==> src/rtl/multicycle_control_fsm.sv <==
// multicycle_control_fsm: Moore-style control sequencer for a multi-cycle MIPS
// datapath with one shared ALU and one unified memory. Steps FETCH -> DECODE ->
// execute states, drives every mux select / enable, stalls on mem_ready,
// counts retired instructions and flags illegal opcodes in DECODE.
// Optional feature macro: MCU_JUMP_EN (adds the J instruction / JUMP state).
module multicycle_control_fsm #(
  parameter int unsigned CNT_W = 32
) (
  input  logic             clk,
  input  logic             rst_n,
  input  logic [5:0]       op,
  input  logic             mem_ready,
  output logic             pc_write,
  output logic             pc_write_cond,
  output logic             i_or_d,
  output logic             mem_read,
  output logic             mem_write,
  output logic             ir_write,
  output logic             mem_to_reg,
  output logic             reg_dst,
  output logic             reg_write,
  output logic             alu_src_a,
  output logic [1:0]       alu_src_b,
  output logic [1:0]       alu_op,
  output logic [1:0]       pc_src,
  output logic [3:0]       state,
  output logic             illegal_op,
  output logic [CNT_W-1:0] retired
);

  typedef enum logic [3:0] {
    S_FETCH  = 4'd0,
    S_DECODE = 4'd1,
    S_MEMADR = 4'd2,
    S_MEMRD  = 4'd3,
    S_MEMWB  = 4'd4,
    S_MEMWR  = 4'd5,
    S_EXEC   = 4'd6,
    S_ALUWB  = 4'd7,
    S_BRANCH = 4'd8
`ifdef MCU_JUMP_EN
    , S_JUMP = 4'd9
`endif
  } state_t;

  localparam logic [5:0] OP_RTYPE = 6'b000000;
  localparam logic [5:0] OP_LW    = 6'b100011;
  localparam logic [5:0] OP_SW    = 6'b101011;
  localparam logic [5:0] OP_BEQ   = 6'b000100;
`ifdef MCU_JUMP_EN
  localparam logic [5:0] OP_J     = 6'b000010;
`endif

  state_t           r_state;
  state_t           w_next;
  logic             w_retire;
  logic             w_legal;
  logic [CNT_W-1:0] r_retired;

  // Opcode legality as seen by DECODE
  always_comb begin
    w_legal = 1'b0;
    case (op)
      OP_RTYPE, OP_LW, OP_SW, OP_BEQ: w_legal = 1'b1;
`ifdef MCU_JUMP_EN
      OP_J:                           w_legal = 1'b1;
`endif
      default:                        w_legal = 1'b0;
    endcase
  end

  // State register
  always_ff @(posedge clk or negedge rst_n) begin
    if (!rst_n) r_state <= S_FETCH;
    else        r_state <= w_next;
  end

  // Retired-instruction counter, wraps modulo 2**CNT_W
  always_ff @(posedge clk or negedge rst_n) begin
    if (!rst_n)        r_retired <= '0;
    else if (w_retire) r_retired <= r_retired + CNT_W'(1);
  end

  // Next-state selection and instruction-completion strobe
  always_comb begin
    w_next   = S_FETCH;
    w_retire = 1'b0;
    case (r_state)
      S_FETCH:  w_next = mem_ready ? S_DECODE : S_FETCH;
      S_DECODE: begin
        case (op)
          OP_RTYPE:     w_next = S_EXEC;
          OP_LW, OP_SW: w_next = S_MEMADR;
          OP_BEQ:       w_next = S_BRANCH;
`ifdef MCU_JUMP_EN
          OP_J:         w_next = S_JUMP;
`endif
          default:      w_next = S_FETCH;
        endcase
      end
      S_MEMADR: begin
        if (op == OP_LW)      w_next = S_MEMRD;
        else if (op == OP_SW) w_next = S_MEMWR;
        else                  w_next = S_FETCH;
      end
      S_MEMRD:  w_next = mem_ready ? S_MEMWB : S_MEMRD;
      S_MEMWB:  begin w_next = S_FETCH; w_retire = 1'b1; end
      S_MEMWR:  begin
        w_next   = mem_ready ? S_FETCH : S_MEMWR;
        w_retire = mem_ready;
      end
      S_EXEC:   w_next = S_ALUWB;
      S_ALUWB:  begin w_next = S_FETCH; w_retire = 1'b1; end
      S_BRANCH: begin w_next = S_FETCH; w_retire = 1'b1; end
`ifdef MCU_JUMP_EN
      S_JUMP:   begin w_next = S_FETCH; w_retire = 1'b1; end
`endif
      default:  w_next = S_FETCH;
    endcase
  end

  // Control decode from current state. The FETCH-stage ir_write/pc_write are
  // qualified by mem_ready so IR/PC load exactly once, in the completing cycle;
  // every other output depends on state alone.
  always_comb begin
    pc_write      = 1'b0;
    pc_write_cond = 1'b0;
    i_or_d        = 1'b0;
    mem_read      = 1'b0;
    mem_write     = 1'b0;
    ir_write      = 1'b0;
    mem_to_reg    = 1'b0;
    reg_dst       = 1'b0;
    reg_write     = 1'b0;
    alu_src_a     = 1'b0;
    alu_src_b     = 2'b00;
    alu_op        = 2'b00;
    pc_src        = 2'b00;
    case (r_state)
      S_FETCH: begin
        mem_read  = 1'b1;
        alu_src_b = 2'b01;
        ir_write  = mem_ready;
        pc_write  = mem_ready;
      end
      S_DECODE: alu_src_b = 2'b11;
      S_MEMADR: begin
        alu_src_a = 1'b1;
        alu_src_b = 2'b10;
      end
      S_MEMRD: begin
        mem_read = 1'b1;
        i_or_d   = 1'b1;
      end
      S_MEMWB: begin
        mem_to_reg = 1'b1;
        reg_write  = 1'b1;
      end
      S_MEMWR: begin
        mem_write = 1'b1;
        i_or_d    = 1'b1;
      end
      S_EXEC: begin
        alu_src_a = 1'b1;
        alu_op    = 2'b10;
      end
      S_ALUWB: begin
        reg_dst   = 1'b1;
        reg_write = 1'b1;
      end
      S_BRANCH: begin
        alu_src_a     = 1'b1;
        alu_op        = 2'b01;
        pc_src        = 2'b01;
        pc_write_cond = 1'b1;
      end
`ifdef MCU_JUMP_EN
      S_JUMP: begin
        pc_src   = 2'b10;
        pc_write = 1'b1;
      end
`endif
      // Unreachable encodings: FETCH mux settings, all enables off
      default: alu_src_b = 2'b01;
    endcase
  end

  assign state      = r_state;
  assign retired    = r_retired;
  assign illegal_op = (r_state == S_DECODE) && !w_legal;

endmodule
==> config.mk <==
export PLATFORM = sky130hd
export DESIGN_NAME = multicycle_control_fsm
export DESIGN_NICKNAME = d
export VERILOG_FILES = /design/src/rtl/multicycle_control_fsm.sv
export SDC_FILE = /design/constraint.sdc
export NUM_CORES = 1
export LEC_CHECK = 0
export CAP_MARGIN = 5
export CORE_ASPECT_RATIO = 0.8
export CORE_MARGIN = 2
export CORE_UTILIZATION = 50
export CTS_CLUSTER_SIZE = 16
export DETAILED_ROUTE_END_ITERATION = 8
export MAX_ROUTING_LAYER = met4
export PLACE_DENSITY = 0.86
export SLEW_MARGIN = 0
export SYNTH_ARGS = -nofsm -noshare
export SYNTH_HDL_FRONTEND = slang
export SYNTH_SLANG_ARGS = --single-unit
==> constraint.sdc <==
create_clock -name clk -period 2.55 [get_ports clk]
set_input_delay 0.3825 -clock clk [delete_from_list [all_inputs] [get_ports clk]]
set_output_delay 0.3825 -clock clk [all_outputs]
set_load 0.1 [all_outputs]
# After elaboration in Yosys (flattened, before gate mapping)
# Index checks and enable logic that the tools add are counted.
[word_totals] regBits=36 latch_bits=0 ram_bits=0 romBits=0 inputBits=9 output_inout_bits=53 n_memories=0
[op_classes] add_sub_neg=1 n_mul=0 n_div=0 order_cmp=0 n_eq_ne=11 shift=0 mux=21 n_bitwise=0 reduce_logical=12
[op_table] cell="32-bit by 1-bit adder with 32-bit output (second input constant)" n=1
[op_table] cell="4-bit one-hot mux with 6 select lines" n=1
[op_table] cell="4-bit by 3-bit == test with 1-bit output (second input constant)" n=4
[op_table] cell="6-bit == test (second input constant)" n=2
[op_table] cell="1-bit 2-to-1 mux" n=12
[op_table] cell="3-bit 2-to-1 mux" n=4
[op_table] cell="4-bit one-hot mux with 3 select lines" n=1
[op_table] cell="4-bit by 2-bit == test with 1-bit output (second input constant)" n=2
[op_table] cell="2-bit OR reduction" n=4
[op_table] cell="6-bit by 3-bit == test with 1-bit output (second input constant)" n=1
[op_table] cell="6-bit zero test" n=1
[op_table] cell="2-bit one-hot mux with 3 select lines" n=1
[op_table] cell="3-bit OR reduction" n=2
[op_table] cell="6-bit OR reduction" n=1
[op_table] cell="4-bit by 1-bit == test with 1-bit output (second input constant)" n=1
[op_table] cell="4-bit == test (second input constant)" n=1
[op_table] cell="4-bit zero test" n=1
[op_table] cell="2-bit one-hot mux with 2 select lines" n=1
[op_table] cell="4-bit OR reduction" n=1
[op_table] cell="1-bit one-hot mux with 2 select lines" n=1
[op_table] cell="1-bit logical AND" n=1
[op_table] cell="1-bit zero test" n=1

# Longest topological paths before layout
[depth] ltp_word=5 depth_mapped=6 depth_no_buf=5

# Least setup slack after synthesis
# OpenSTA, ideal clock, no wires.
[synth_timing] kind="register -> output" from="register r_state[2], in the netlist state[2]" to="output port i_or_d" arrival_time_ns=3.594 setup_slack_ns=-1.427 path_stages_with_launch=4 path_buffers=1 cell_sequence="dfrtp_1 clkbuf_1 xnor2_1 nor3b_1"
[synth_via] elab_chain_cells=3
[synth_rtl] item="from (decl)" line="54" source="state_t r_state;"
[synth_rtl] item="from (signal assigned)" line="75" source="else r_state <= w_next;"
[synth_rtl] item="4-bit by 3-bit == test with 1-bit output or 4-bit by 2-bit == test with 1-bit output (tied branches)" line="139" source="case (r_state)"
[synth_rtl] item="2-bit OR reduction (no source line) (*)"
[synth_rtl] item="1-bit 2-to-1 mux (*)" line="139"
[synth_rtl] item="to (decl)" line="15" source="output logic i_or_d,"
# Mark *: on every way between the ends. The rest lies on a longest branch, timed or not.

# Final worst setup path
[layout_timing] from="register r_state[1], in the netlist state[1]" to="output port alu_src_b[0]"
[layout_via] elab_chain_cells=3
[layout_rtl] item="4-bit by 3-bit == test with 1-bit output, or another cell as far along" line="139"
[layout_rtl] item="6-bit OR reduction (no source line)"
[layout_rtl] item="2-bit one-hot mux with 3 select lines (*)" line="139"
[layout_rtl] item="to (decl)" line="23" source="output logic [1:0] alu_src_b,"
# Marks and branches as above.

==> impl_metrics.env <==
export IMPL_status="finished, final reports clean"
export IMPL_clock_path_buffers=2
export IMPL_die_h_um=61.2
export IMPL_dr_pass1_iters=4
export IMPL_endpoint="alu_src_b[0]"
export IMPL_startpoint="state[1]"
export IMPL_dp_slack_ns=0.463
export IMPL_fin_nets=268
export IMPL_gp_congestion=0.806
export IMPL_cp_num_buf_inv=1
export IMPL_ys_ff_latch=36
export IMPL_wl_per_cell_um=14.7
export IMPL_dr_first_iter_drc_count=70
export IMPL_finish_instance_area_um2=2770
export IMPL_synth_edff_count=0
export IMPL_dpl_hpwl_mm=3.36
export IMPL_via_per_inst=5.55
export IMPL_synth_seq_area_share_pct=44.0
export IMPL_r2r_start="state[3]"
export IMPL_reg2reg_slack_ns=0.74
export IMPL_rows=20
export IMPL_cp_num_cells=4
export IMPL_grt_max_degree=37
export IMPL_cts_hold_buffers=0
export IMPL_cellPowerDensity_nw_per_um2=507
export IMPL_dieArea_um2=4630
export IMPL_tritoncts="yes"
export IMPL_met1_usage_pct=29.4
export IMPL_grtUsageMet3_pct=4.09
export IMPL_max_stage_delay_ns=0.51
export IMPL_die_w_um=75.5
export IMPL_overflow=0
export IMPL_min_delay_start="retired[31]"
export IMPL_drt_wl_total_mm=4.63
export IMPL_clk_pin_slew_worst_paths_ns=0.07
export IMPL_cts_buffers=5
export IMPL_post_cts_buffers=0
export IMPL_numClockSinks=36
export IMPL_synth_nets=212
export IMPL_synth_flop_cell="dfrtp_1"
export IMPL_grt_use_total_pct=21.9
export IMPL_cts_resized=0
export IMPL_grt_pass1_vias=1558
export IMPL_drive_gt1_share_pct=34.7
export IMPL_cpMaxStageDelayCell="dfrtp_2"
export IMPL_drv_slew=0
export IMPL_vdd_drop_max_mv=0.441
export IMPL_grt_pass1_wl_mm=7.31
export IMPL_skew_ns=0.00187
export IMPL_fmax_mhz=475
export IMPL_finalSetupViolations=0
export IMPL_synth_cells=202
export IMPL_use_met2_pct=33.5
export IMPL_max_cap_violations=0
export IMPL_area_growth_pct=35.1
export IMPL_ioPinCount=62
export IMPL_power_mw=1.40
export IMPL_cp_start_kind="flip-flop"
export IMPL_path_max_fanout=12
export IMPL_netlist_area_um2=2050
export IMPL_routed_via_count=1743
export IMPL_htree_levels=2
export IMPL_min_path_cells=1
export IMPL_yosysWarnings=0
export IMPL_hp_class="reg -> reg"
export IMPL_dp_cells=306
export IMPL_start_util_pct=53.1
export IMPL_layout_setup_ws_ns=0.443
export IMPL_yosysUniqueCellTypes=39
export IMPL_grt_antenna_before_repair=0
export IMPL_ff2ff_path_depth=5
export IMPL_postSynthAreaPerCell_um2=10.1
export IMPL_top_usage_layer="met2"
export IMPL_r2r_end="retired[14]"
export IMPL_cts_root_buf="clkbuf_8"
export IMPL_insertedDiodeCount=0
export IMPL_crit_family="simple AND/OR/NAND/NOR gates"
export IMPL_final_antenna_net_count=0
export IMPL_portBuffers=60
export IMPL_cp_required_ns=2.17
export IMPL_core_um2=3850
export IMPL_hold_viol_final=0
export IMPL_finalCritPeriodShare_pct=82.6
export IMPL_p_leak_nw=1.39
export IMPL_rsz0062_at_grt="false"
export IMPL_fin_tns_setup_ns=0
export IMPL_layout_cells_non_filler=314
export IMPL_clk_latency_ns=0.28
export IMPL_arrival_ns=1.72
export IMPL_path_class="reg -> out"
export IMPL_path_cells="nor2_1 > and3_2 > nor2_4 > buf_4"
export IMPL_place_area_um2=2680
export IMPL_crit_path_end_kind="primary output"
export IMPL_min_period_ns=2.11
export IMPL_route_detailed_drc=0
export IMPL_fillerInstances=301
export IMPL_synth_async_reset_ratio_pct=100
where the power goes:
| group | switching, mW | internal (mW) |
|---|---|---|
| Sequential | 0.0352 | 0.588 |
| Clock | 0.193 | 0.220 |
| Combinational | 0.273 | 0.0944 |
| Total | 0.501 | 0.902 |
synthesized netlist by cell type, types with 2 or more instances:
library cell	instances	area, um2
nor2b_1	3	18.8
nor3b_1	6	45.0
nor4b_2	5	75.1
buf_2	2	10.0
nor2_1	16	60.1
o221ai_1	2	17.5
inv_1	4	15.0
nand3_1	5	25.0
dfrtp_1	36	901
nor3_1	14	70.1
nor4_1	4	25.0
nand2_1	14	52.6
and3_1	5	31.3
xor2_1	30	263
and4_1	6	52.6
clkbuf_1	3	11.3
a21oi_1	4	20.0
o21ai_0	2	10.0
xnor2_1	3	26.3
nand4_2	2	25.0
and2_1	2	12.5
buf_4	7	52.6
nand4_1	7	43.8
nor4_2	3	37.5
nand2b_1	3	18.8
cell usage in the layout (no fill, tap or decap), types with 2 or more instances in the layout:
cell type | netlist | final
a21oi_1 | 4 | 4
and3_1 | 5 | 3
and3_2 | 0 | 2
and4_1 | 6 | 6
buf_12 | 0 | 7
buf_4 | 7 | 47
clkbuf_1 | 3 | 2
clkbuf_8 | 0 | 6
clkdlybuf4s50_1 | 0 | 8
dfrtp_1 | 36 | 32
dfrtp_2 | 0 | 4
inv_1 | 4 | 4
nand2_1 | 14 | 14
nand2b_1 | 3 | 3
nand3_1 | 5 | 5
nand4_1 | 7 | 7
nand4_2 | 2 | 2
nor2_1 | 16 | 10
nor2_2 | 0 | 5
nor2b_1 | 3 | 3
nor3_1 | 14 | 12
nor3_4 | 0 | 2
nor3b_1 | 6 | 5
nor4_1 | 4 | 4
nor4_2 | 3 | 3
nor4b_2 | 5 | 5
o21ai_0 | 2 | 2
o221ai_1 | 2 | 2
xnor2_1 | 3 | 3
xor2_1 | 30 | 30
worst min path at each step:
stage	endpoint	slack, ns
6_report	retired[31]	0.48
5_1_grt	retired[31]	0.50
2_1_floorplan	retired[0]	0.09
4_1_cts	retired[31]	0.48
3_3_place_gp	retired[31]	0.46
3_5_place_dp	retired[31]	0.46
area by class of cell:
cell class              count  area [um2]  area share [%]
flip-flops and latches     36         906            32.8
clock buffers               8        90.1            3.26
inverters                   4        15.0           0.543
well taps                  55        68.8            2.49
repair buffers             62         573            20.7
multi-input cells         149        1110            40.2
registers in the layout (all words and copies together), names as in the netlist:
name	count
state	4
retired	32
routing by layer:
layer	up-vias	share of wire (%)
met5	-	0
met1	863	46
met4	0	1.3
met2	53	48
li1	822	-
met3	5	4.4
cell families after synthesis:
family | synth area share, %
and+or+nand+nor | 31.5
DFF | 44.0
xor gates and xnor gates | 14.1
buffers and inverters | 4.89
AOI/OAI and AO/OA | 4.10
adders and majority gates | 0.611
other | 0.183
muxes | 0.550
per-stage QoR:
stage	util (%)	hold WS [ns]
global placement	69.4	0.464
CTS	71.8	0.477
global route	71.8	0.504
detailed placement	69.4	0.463
floorplan	-	0.0869
finish	71.8	0.477
Note: power is estimated with default switching activity, not from simulation.
